==> src/rtl/dma_ar_arbiter_if.sv <==
// ---------------------------------------------------------------------------
// dma_ar_arbiter_if
// Bundles the signals of the DMA read-address arbiter: the per-channel
// request side, the AXI AR channel, the monitored AXI R channel, and status.
//
// Handshake rule (all channels): a transfer happens on a rising edge where
// valid and ready are both 1. Once valid is raised, valid and the payload
// (araddr/arlen/arid) hold steady until that edge. Ready may change freely.
// ch_req acts as a valid that is held until its ch_gnt pulse.
//
// Ports (slave = arbiter side, master = requester/AXI/bench side):
//   ch_req[NCH], ch_addr[NCH*32], ch_len[NCH*b]  -> arbiter
//   ch_gnt[NCH]                                   <- arbiter
//   arvalid, araddr, arlen, arsize, arburst, arid <- arbiter
//   arready                                       -> arbiter
//   rvalid, rready, rlast                         -> arbiter (monitored)
//   outs_cnt, err_underflow, state_dbg            <- arbiter (status/debug)
// ---------------------------------------------------------------------------
interface dma_ar_arbiter_if #(
   parameter int NCH = 8,
   parameter int b   = 8
);
   logic [NCH-1:0]    ch_req;
   logic [NCH*32-1:0] ch_addr;
   logic [NCH*b-1:0]  ch_len;
   logic [NCH-1:0]    ch_gnt;
   logic              arvalid;
   logic              arready;
   logic [31:0]       araddr;
   logic [b-1:0]      arlen;
   logic [2:0]        arsize;
   logic [1:0]        arburst;
   logic [5:0]        arid;
   logic              rvalid;
   logic              rready;
   logic              rlast;
   logic [3:0]        outs_cnt;
   logic              err_underflow;
   logic              state_dbg;   // 0 = IDLE, 1 = ADDR

   modport slave (
      input  ch_req, ch_addr, ch_len, arready, rvalid, rready, rlast,
      output ch_gnt, arvalid, araddr, arlen, arsize, arburst, arid,
             outs_cnt, err_underflow, state_dbg
   );

   modport master (
      output ch_req, ch_addr, ch_len, arready, rvalid, rready, rlast,
      input  ch_gnt, arvalid, araddr, arlen, arsize, arburst, arid,
             outs_cnt, err_underflow, state_dbg
   );
endinterface

==> src/rtl/dma_ar_arbiter.sv <==
// ---------------------------------------------------------------------------
// dma_ar_arbiter
// Round-robin arbiter that turns NCH per-channel read-burst requests into
// AXI AR transactions, while limiting the number of outstanding bursts to
// MAX_OUTS (a burst retires on its rlast beat).
//
// Ports:
//   aclk    - single clock, rising edge
//   areset  - synchronous, active-high reset
//   bus     - dma_ar_arbiter_if.slave (request, AR, R-monitor, status)
//
// Optional feature: define DMA_AR_CH0_PRIO_EN to give channel 0 strict
// priority whenever it requests; its grants then leave rr_ptr untouched.
// ---------------------------------------------------------------------------
module dma_ar_arbiter #(
   parameter int NCH      = 8,
   parameter int b        = 8,
   parameter int w        = 32,
   parameter int MAX_OUTS = 4
) (
   input logic            aclk,
   input logic            areset,
   dma_ar_arbiter_if.slave bus
);

   localparam int PW = (NCH > 1) ? $clog2(NCH) : 1;

   typedef enum logic {IDLE = 1'b0, ADDR = 1'b1} state_t;

   state_t          state_q, state_d;
   logic [PW-1:0]   rr_ptr_q, rr_ptr_d;
   logic [31:0]     araddr_q, araddr_d;
   logic [b-1:0]    arlen_q, arlen_d;
   logic [PW-1:0]   arid_q, arid_d;
   logic [NCH-1:0]  gnt_q, gnt_d;
   logic [3:0]      outs_cnt_q, outs_cnt_d;
   logic            err_q, err_d;

   logic            found;
   logic [PW-1:0]   win_idx;
   logic [PW-1:0]   idx_p;
   logic [PW-1:0]   rr_next;
   logic            inc;
   logic            dec;

   // Round-robin search starting at rr_ptr and wrapping at NCH-1.
   always_comb begin
      found   = 1'b0;
      win_idx = '0;
      idx_p   = '0;
      for (int k = 0; k < NCH; k++) begin
         idx_p = PW'((int'(rr_ptr_q) + k) % NCH);
         if (!found && bus.ch_req[idx_p]) begin
            found   = 1'b1;
            win_idx = idx_p;
         end
      end
`ifdef DMA_AR_CH0_PRIO_EN
      if (bus.ch_req[0]) begin
         found   = 1'b1;
         win_idx = '0;
      end
`endif
   end

   assign rr_next = (arid_q == PW'(NCH - 1)) ? '0 : arid_q + 1'b1;
   assign dec     = bus.rvalid & bus.rready & bus.rlast;

   always_comb begin
      state_d    = state_q;
      rr_ptr_d   = rr_ptr_q;
      araddr_d   = araddr_q;
      arlen_d    = arlen_q;
      arid_d     = arid_q;
      gnt_d      = '0;
      inc        = 1'b0;
      outs_cnt_d = outs_cnt_q;
      err_d      = err_q;

      case (state_q)
         IDLE: begin
            // A free credit is required before a new burst may be offered.
            if (found && (outs_cnt_q < 4'(MAX_OUTS))) begin
               state_d  = ADDR;
               araddr_d = bus.ch_addr[int'(win_idx)*32 +: 32];
               arlen_d  = bus.ch_len[int'(win_idx)*b +: b];
               arid_d   = win_idx;
            end
         end
         ADDR: begin
            // The latched request is committed: a dropped ch_req does not
            // abort it, only reset does.
            if (bus.arready) begin
               inc     = 1'b1;
               gnt_d   = NCH'(1) << arid_q;
               state_d = IDLE;
`ifdef DMA_AR_CH0_PRIO_EN
               if (arid_q != '0) rr_ptr_d = rr_next;
`else
               rr_ptr_d = rr_next;
`endif
            end
         end
         default: state_d = IDLE;
      endcase

      // A retiring burst and a new grant on the same edge cancel out.
      if (inc && !dec) begin
         outs_cnt_d = outs_cnt_q + 4'd1;
      end else if (dec && !inc) begin
         if (outs_cnt_q == 4'd0) err_d = 1'b1;
         else                    outs_cnt_d = outs_cnt_q - 4'd1;
      end
   end

   always_ff @(posedge aclk) begin
      if (areset) begin
         state_q    <= IDLE;
         rr_ptr_q   <= '0;
         araddr_q   <= '0;
         arlen_q    <= '0;
         arid_q     <= '0;
         gnt_q      <= '0;
         outs_cnt_q <= '0;
         err_q      <= 1'b0;
      end else begin
         state_q    <= state_d;
         rr_ptr_q   <= rr_ptr_d;
         araddr_q   <= araddr_d;
         arlen_q    <= arlen_d;
         arid_q     <= arid_d;
         gnt_q      <= gnt_d;
         outs_cnt_q <= outs_cnt_d;
         err_q      <= err_d;
      end
   end

   assign bus.arvalid       = (state_q == ADDR);
   assign bus.araddr        = araddr_q;
   assign bus.arlen         = arlen_q;
   assign bus.arid          = 6'(arid_q);
   assign bus.arsize        = 3'($clog2(w / 8));
   assign bus.arburst       = 2'b01;
   assign bus.ch_gnt        = gnt_q;
   assign bus.outs_cnt      = outs_cnt_q;
   assign bus.err_underflow = err_q;
   assign bus.state_dbg     = state_q;

endmodule

==> src/flat_wrapper.sv <==
// flat-port wrapper written by rule: the top's interface ports become plain ports
module dma_ar_arbiter_flat 
#(
   parameter int NCH      = 8,
   parameter int b        = 8,
   parameter int w        = 32,
   parameter int MAX_OUTS = 4
)
  (aclk, areset, bus_ch_req, bus_ch_addr, bus_ch_len, bus_arready, bus_rvalid, bus_rready, bus_rlast, bus_ch_gnt, bus_arvalid, bus_araddr, bus_arlen, bus_arsize, bus_arburst, bus_arid, bus_outs_cnt, bus_err_underflow, bus_state_dbg);
  dma_ar_arbiter_if #(.NCH(NCH), .b(b)) bus_i ();
  input logic aclk;
  input logic areset;
  input wire logic [$bits(bus_i.ch_req)-1:0] bus_ch_req;
  input wire logic [$bits(bus_i.ch_addr)-1:0] bus_ch_addr;
  input wire logic [$bits(bus_i.ch_len)-1:0] bus_ch_len;
  input wire logic [$bits(bus_i.arready)-1:0] bus_arready;
  input wire logic [$bits(bus_i.rvalid)-1:0] bus_rvalid;
  input wire logic [$bits(bus_i.rready)-1:0] bus_rready;
  input wire logic [$bits(bus_i.rlast)-1:0] bus_rlast;
  output wire logic [$bits(bus_i.ch_gnt)-1:0] bus_ch_gnt;
  output wire logic [$bits(bus_i.arvalid)-1:0] bus_arvalid;
  output wire logic [$bits(bus_i.araddr)-1:0] bus_araddr;
  output wire logic [$bits(bus_i.arlen)-1:0] bus_arlen;
  output wire logic [$bits(bus_i.arsize)-1:0] bus_arsize;
  output wire logic [$bits(bus_i.arburst)-1:0] bus_arburst;
  output wire logic [$bits(bus_i.arid)-1:0] bus_arid;
  output wire logic [$bits(bus_i.outs_cnt)-1:0] bus_outs_cnt;
  output wire logic [$bits(bus_i.err_underflow)-1:0] bus_err_underflow;
  output wire logic [$bits(bus_i.state_dbg)-1:0] bus_state_dbg;
  assign bus_i.ch_req = bus_ch_req;
  assign bus_i.ch_addr = bus_ch_addr;
  assign bus_i.ch_len = bus_ch_len;
  assign bus_i.arready = bus_arready;
  assign bus_i.rvalid = bus_rvalid;
  assign bus_i.rready = bus_rready;
  assign bus_i.rlast = bus_rlast;
  assign bus_ch_gnt = bus_i.ch_gnt;
  assign bus_arvalid = bus_i.arvalid;
  assign bus_araddr = bus_i.araddr;
  assign bus_arlen = bus_i.arlen;
  assign bus_arsize = bus_i.arsize;
  assign bus_arburst = bus_i.arburst;
  assign bus_arid = bus_i.arid;
  assign bus_outs_cnt = bus_i.outs_cnt;
  assign bus_err_underflow = bus_i.err_underflow;
  assign bus_state_dbg = bus_i.state_dbg;
  dma_ar_arbiter #(.NCH(NCH), .b(b), .w(w), .MAX_OUTS(MAX_OUTS)) u_core (.aclk(aclk), .areset(areset), .bus(bus_i));
endmodule
==> config.mk <==
export PLATFORM = sky130hd
export DESIGN_NAME = dma_ar_arbiter_flat
export DESIGN_NICKNAME = d
export VERILOG_FILES = /design/src/rtl/dma_ar_arbiter_if.sv /design/src/rtl/dma_ar_arbiter.sv /design/src/flat_wrapper.sv
export SDC_FILE = /design/constraint.sdc
export NUM_CORES = 1
export LEC_CHECK = 0
export BUFFER_PORTS_ARGS = -buffer_cell sky130_fd_sc_hd__buf_2
export CAP_MARGIN = 5
export CORE_AREA = 2 2 153 155
export DETAILED_ROUTE_END_ITERATION = 6
export DIE_AREA = 0 0 155 157
export MAX_ROUTING_LAYER = met4
export PLACE_DENSITY = 0.64
export SYNTH_ARGS = -nofsm -noshare
export SYNTH_HDL_FRONTEND = slang
export SYNTH_SLANG_ARGS = --single-unit
==> constraint.sdc <==
create_clock -name aclk -period 6.2 [get_ports aclk]
set_input_delay 0.31 -clock aclk [delete_from_list [all_inputs] [get_ports aclk]]
set_output_delay 0.31 -clock aclk [all_outputs]
set_load 0.03 [all_outputs]
==> flow_metrics.tcl <==
set metrics [dict create \
    drv_cap 0 \
    core_um2 22500 \
    timing.rr.end "u_core.bus.araddr[2]$_SDFFE_PP0P_" \
    holdPathStages 4 \
    rr_worst_depth 11 \
    drt-initial-drc-count 446 \
    hpwl_um 20000 \
    syn2layout_area_growth_pct 41.0 \
    clk_pin_slew_ns 0.06 \
    synth-edff-count 0 \
    grt_overflow 0 \
    p_leak_nw 3.93 \
    p_int_mw 1.87 \
    clock.fmax_ghz 0.192 \
    clk_latency_ns 0.34 \
    p_sw_mw 1.95 \
    power_switching_share_pct 51.1 \
    grt_setup_unrepaired "no" \
    antenna_found_initial 3 \
    cp_max_fo 46 \
    yosysSeqAreaShare_pct 20.6 \
    rows 55 \
    netlist-cell-type-count 56 \
    cts_made_buffers 9 \
    totalWireLength_um 25300 \
    stdcell_count 1327 \
    status "finished clean" \
    gr-usage-all-layers_pct 20.3 \
    whs_endpoint "u_core.bus.arvalid$_SDFF_PP0_" \
    finalCritPeriodShare_pct 84.2 \
    io_pins 400 \
    min_from "bus_arready" \
    clockPowerShare_pct 13.9 \
    syn_avg_cell_area_um2 8.54 \
    initial_core_util_pct 25.9 \
    relSlewSlack_pct 29.9 \
    crit_buf_inv 2 \
    htreeDepth 3 \
    clock-sinks 60 \
    dp.cells 1308 \
    viasPerCell 5.17 \
    r2r_start "u_core.rr_ptr_q[1]$_SDFFE_PP0P_" \
    synth_warnings 0 \
    rrSetupSlack_ns 0.98 \
    hold_violations 0 \
    post-route-util_pct 36.6 \
    first_global_vias 6568 \
    hold_class "in2reg" \
    cts_tree "yes" \
    met2_usage_pct 34.0 \
    drive_gt1_share_pct 46.4 \
    drc 0 \
    grt-busiest-layer "met2" \
    ys_ff_latch 60 \
    dr.pass1.iters 5 \
    setup_viol 0 \
    cts_resized 0 \
    worst_path_largest_cell_delay_ns 0.79 \
    wl_per_cell_um 19.1 \
    final_antenna_net_count 0 \
    finalSetupTns_ns 0 \
    die_area_um2 24300 \
    power_frac_seq_pct 15.9 \
    vias 6857 \
    path_cells "inv_1, ha_1, mux4_2, a21o_1, o32a_1, nor4_1, nor2_4, buf_4, nand2_2, a21oi_1, a2111oi_1" \
    dieHeight_um 157 \
    post-cts-setup-buffers 0 \
    period_minus_slack_ns 5.22 \
    worstSetupPathType "reg2reg" \
    clock_path_buffers 2 \
    critPathArrivalTime_ns 5.44 \
    worst_pin_slew_ns 1.05 \
    cp.required_ns 6.42 \
    netlist_area_um2 5840 \
    clock_skew_ns 0.00698 \
    combPwrFrac_pct 70.2 \
    grt_max_degree 83 \
    nets 1380 \
    ir_drop_uv 316 \
    cp_top_family "simple AND/OR/NAND/NOR gates" \
    cp_slowest_cell "nand2_2" \
    slew_viol_final 0 \
    place.gp.congestion 0.853 \
    async_flop_share_pct 0 \
    die_x_um 155 \
    numPortBuffers 391 \
    cts.hold.buffers_added 0 \
    syn_inst 683 \
    cts_root_buf "clkbuf_16" \
    grtUsageMet3_pct 3.44 \
    critPathCaptureType "flop" \
    p_per_area_nw_per_um2 464 \
    grt_first_pass_wirelength_um 37000 \
    grt_use_met1_pct 25.7 \
    synth_flop_cell "dfxtp_1" \
    start_kind "flop" \
]
==> registers in the layout, summed over array words and instances (netlist names) <==
register / cells
u_core.bus.arvalid: 1
u_core.bus.arlen: 8
u_core.arid_q: 3
u_core.bus.araddr: 32
u_core.rr_ptr_q: 3
u_core.bus.err_underflow: 1
u_core.bus.ch_gnt: 8
u_core.bus.outs_cnt: 4
==> through the flow <==
stage	power, mW	instance area, um2	hold slack [ns]	worst slack (ns)
after global placement	3.29	7910	0.461	1.11
after floorplan	2.62	5860	0.493	1.98
after global routing	4.10	8220	0.287	0.443
after detailed placement	3.30	7910	0.465	0.937
final	3.82	8230	0.278	0.980
after CTS	3.85	8220	0.258	0.923
==> power groups by stage <==
stage / Sequential (mW) / Clock, mW / Combinational [mW]
floorplan: 0.837 / 0 / 1.78
global route: 0.625 / 0.568 / 2.90
detailed placement: 0.614 / 0 / 2.69
CTS: 0.607 / 0.551 / 2.69
finish: 0.608 / 0.531 / 2.68
global placement: 0.611 / 0 / 2.68
==> worst max-delay path by stage <==
stage | from | depth (start not counted) | slack (ns) | end
after global routing | u_core.rr_ptr_q[1]$_SDFFE_PP0P_ | 11 | 0.44 | u_core.bus.araddr[10]$_SDFFE_PP0P_
after global placement | u_core.rr_ptr_q[1]$_SDFFE_PP0P_ | 11 | 1.11 | u_core.bus.araddr[14]$_SDFFE_PP0P_
after detailed placement | u_core.rr_ptr_q[1]$_SDFFE_PP0P_ | 11 | 0.94 | u_core.bus.araddr[4]$_SDFFE_PP0P_
final | u_core.rr_ptr_q[1]$_SDFFE_PP0P_ | 11 | 0.98 | u_core.bus.araddr[2]$_SDFFE_PP0P_
after floorplan | u_core.rr_ptr_q[1]$_SDFFE_PP0P_ | 16 | 1.98 | u_core.bus.araddr[27]$_SDFFE_PP0P_
after CTS | u_core.rr_ptr_q[1]$_SDFFE_PP0P_ | 11 | 0.92 | u_core.bus.araddr[4]$_SDFFE_PP0P_
==> tightest hold or removal path, delay by kind of cell <==
| family | cells | cell delay (ns) |
|---|---|---|
| compound gates | 1 | 0.05 |
| simple gates | 1 | 0.07 |
| buf+inv | 2 | 0.14 |
==> routing by layer <==
metal  wire length [um]  vias to the layer above
li1                   -                     3247
met1              10700                     3304
met2              12800                      285
met3               1470                       21
met4                324                        0
met5                  0                        -
==> Yosys cell counts (7+ instances only) <==
master     instances  share of area [%]
a21oi_1           55                4.7
a2111oi_2         10                2.6
a2111oi_1         20                3.4
and3_1            13                1.4
dfxtp_1           60                 21
o211a_1           10                1.7
buf_2              7               0.60
a311o_1           11                1.9
and2_1            11                1.2
mux2i_1           28                4.8
inv_1             12               0.77
nor2_1           118                7.6
clkbuf_1          33                2.1
buf_6              7                1.4
mux4_2            41                 16
a211oi_1          13                1.7
a31oi_1           31                3.3
buf_4             19                2.4
nand2_1           80                5.1
mux2_1            31                6.0
ha_1              11                2.4
==> cells by family after synthesis <==
kind of cell / after synthesis / share of synthesized area, %
flops: 60 / 20.6
compound gates: 175 / 23.1
xor+xnor: 6 / 0.901
mux: 105 / 27.7
buf+inv: 81 / 7.48
simple gates: 242 / 17.4
other cells: 2 / 0.129
fa+ha+maj: 12 / 2.70
==> cell type report <==
cell class | instances | area (um2)
multi-input cells | 548 | 4240
fillers | 2352 | 14300
diodes | 3 | 7.51
clock buffers | 9 | 225
well taps | 285 | 357
repair buffers | 402 | 2060
inverters | 13 | 48.8
clock inverters | 7 | 81.3
flip-flops and latches | 60 | 1200
==> layout by cell type (no fill, tap or decap), types with 20 or more instances in the layout <==
| master | instances |
|---|---|
| a2111oi_1 | 20 |
| mux2i_1 | 28 |
| buf_2 | 391 |
| a21oi_1 | 55 |
| mux4_2 | 41 |
| dfxtp_1 | 60 |
| a31oi_1 | 31 |
| mux2_1 | 31 |
| nor2_1 | 117 |
| nand2_1 | 79 |
Note: power is estimated with default switching activity, not from simulation.
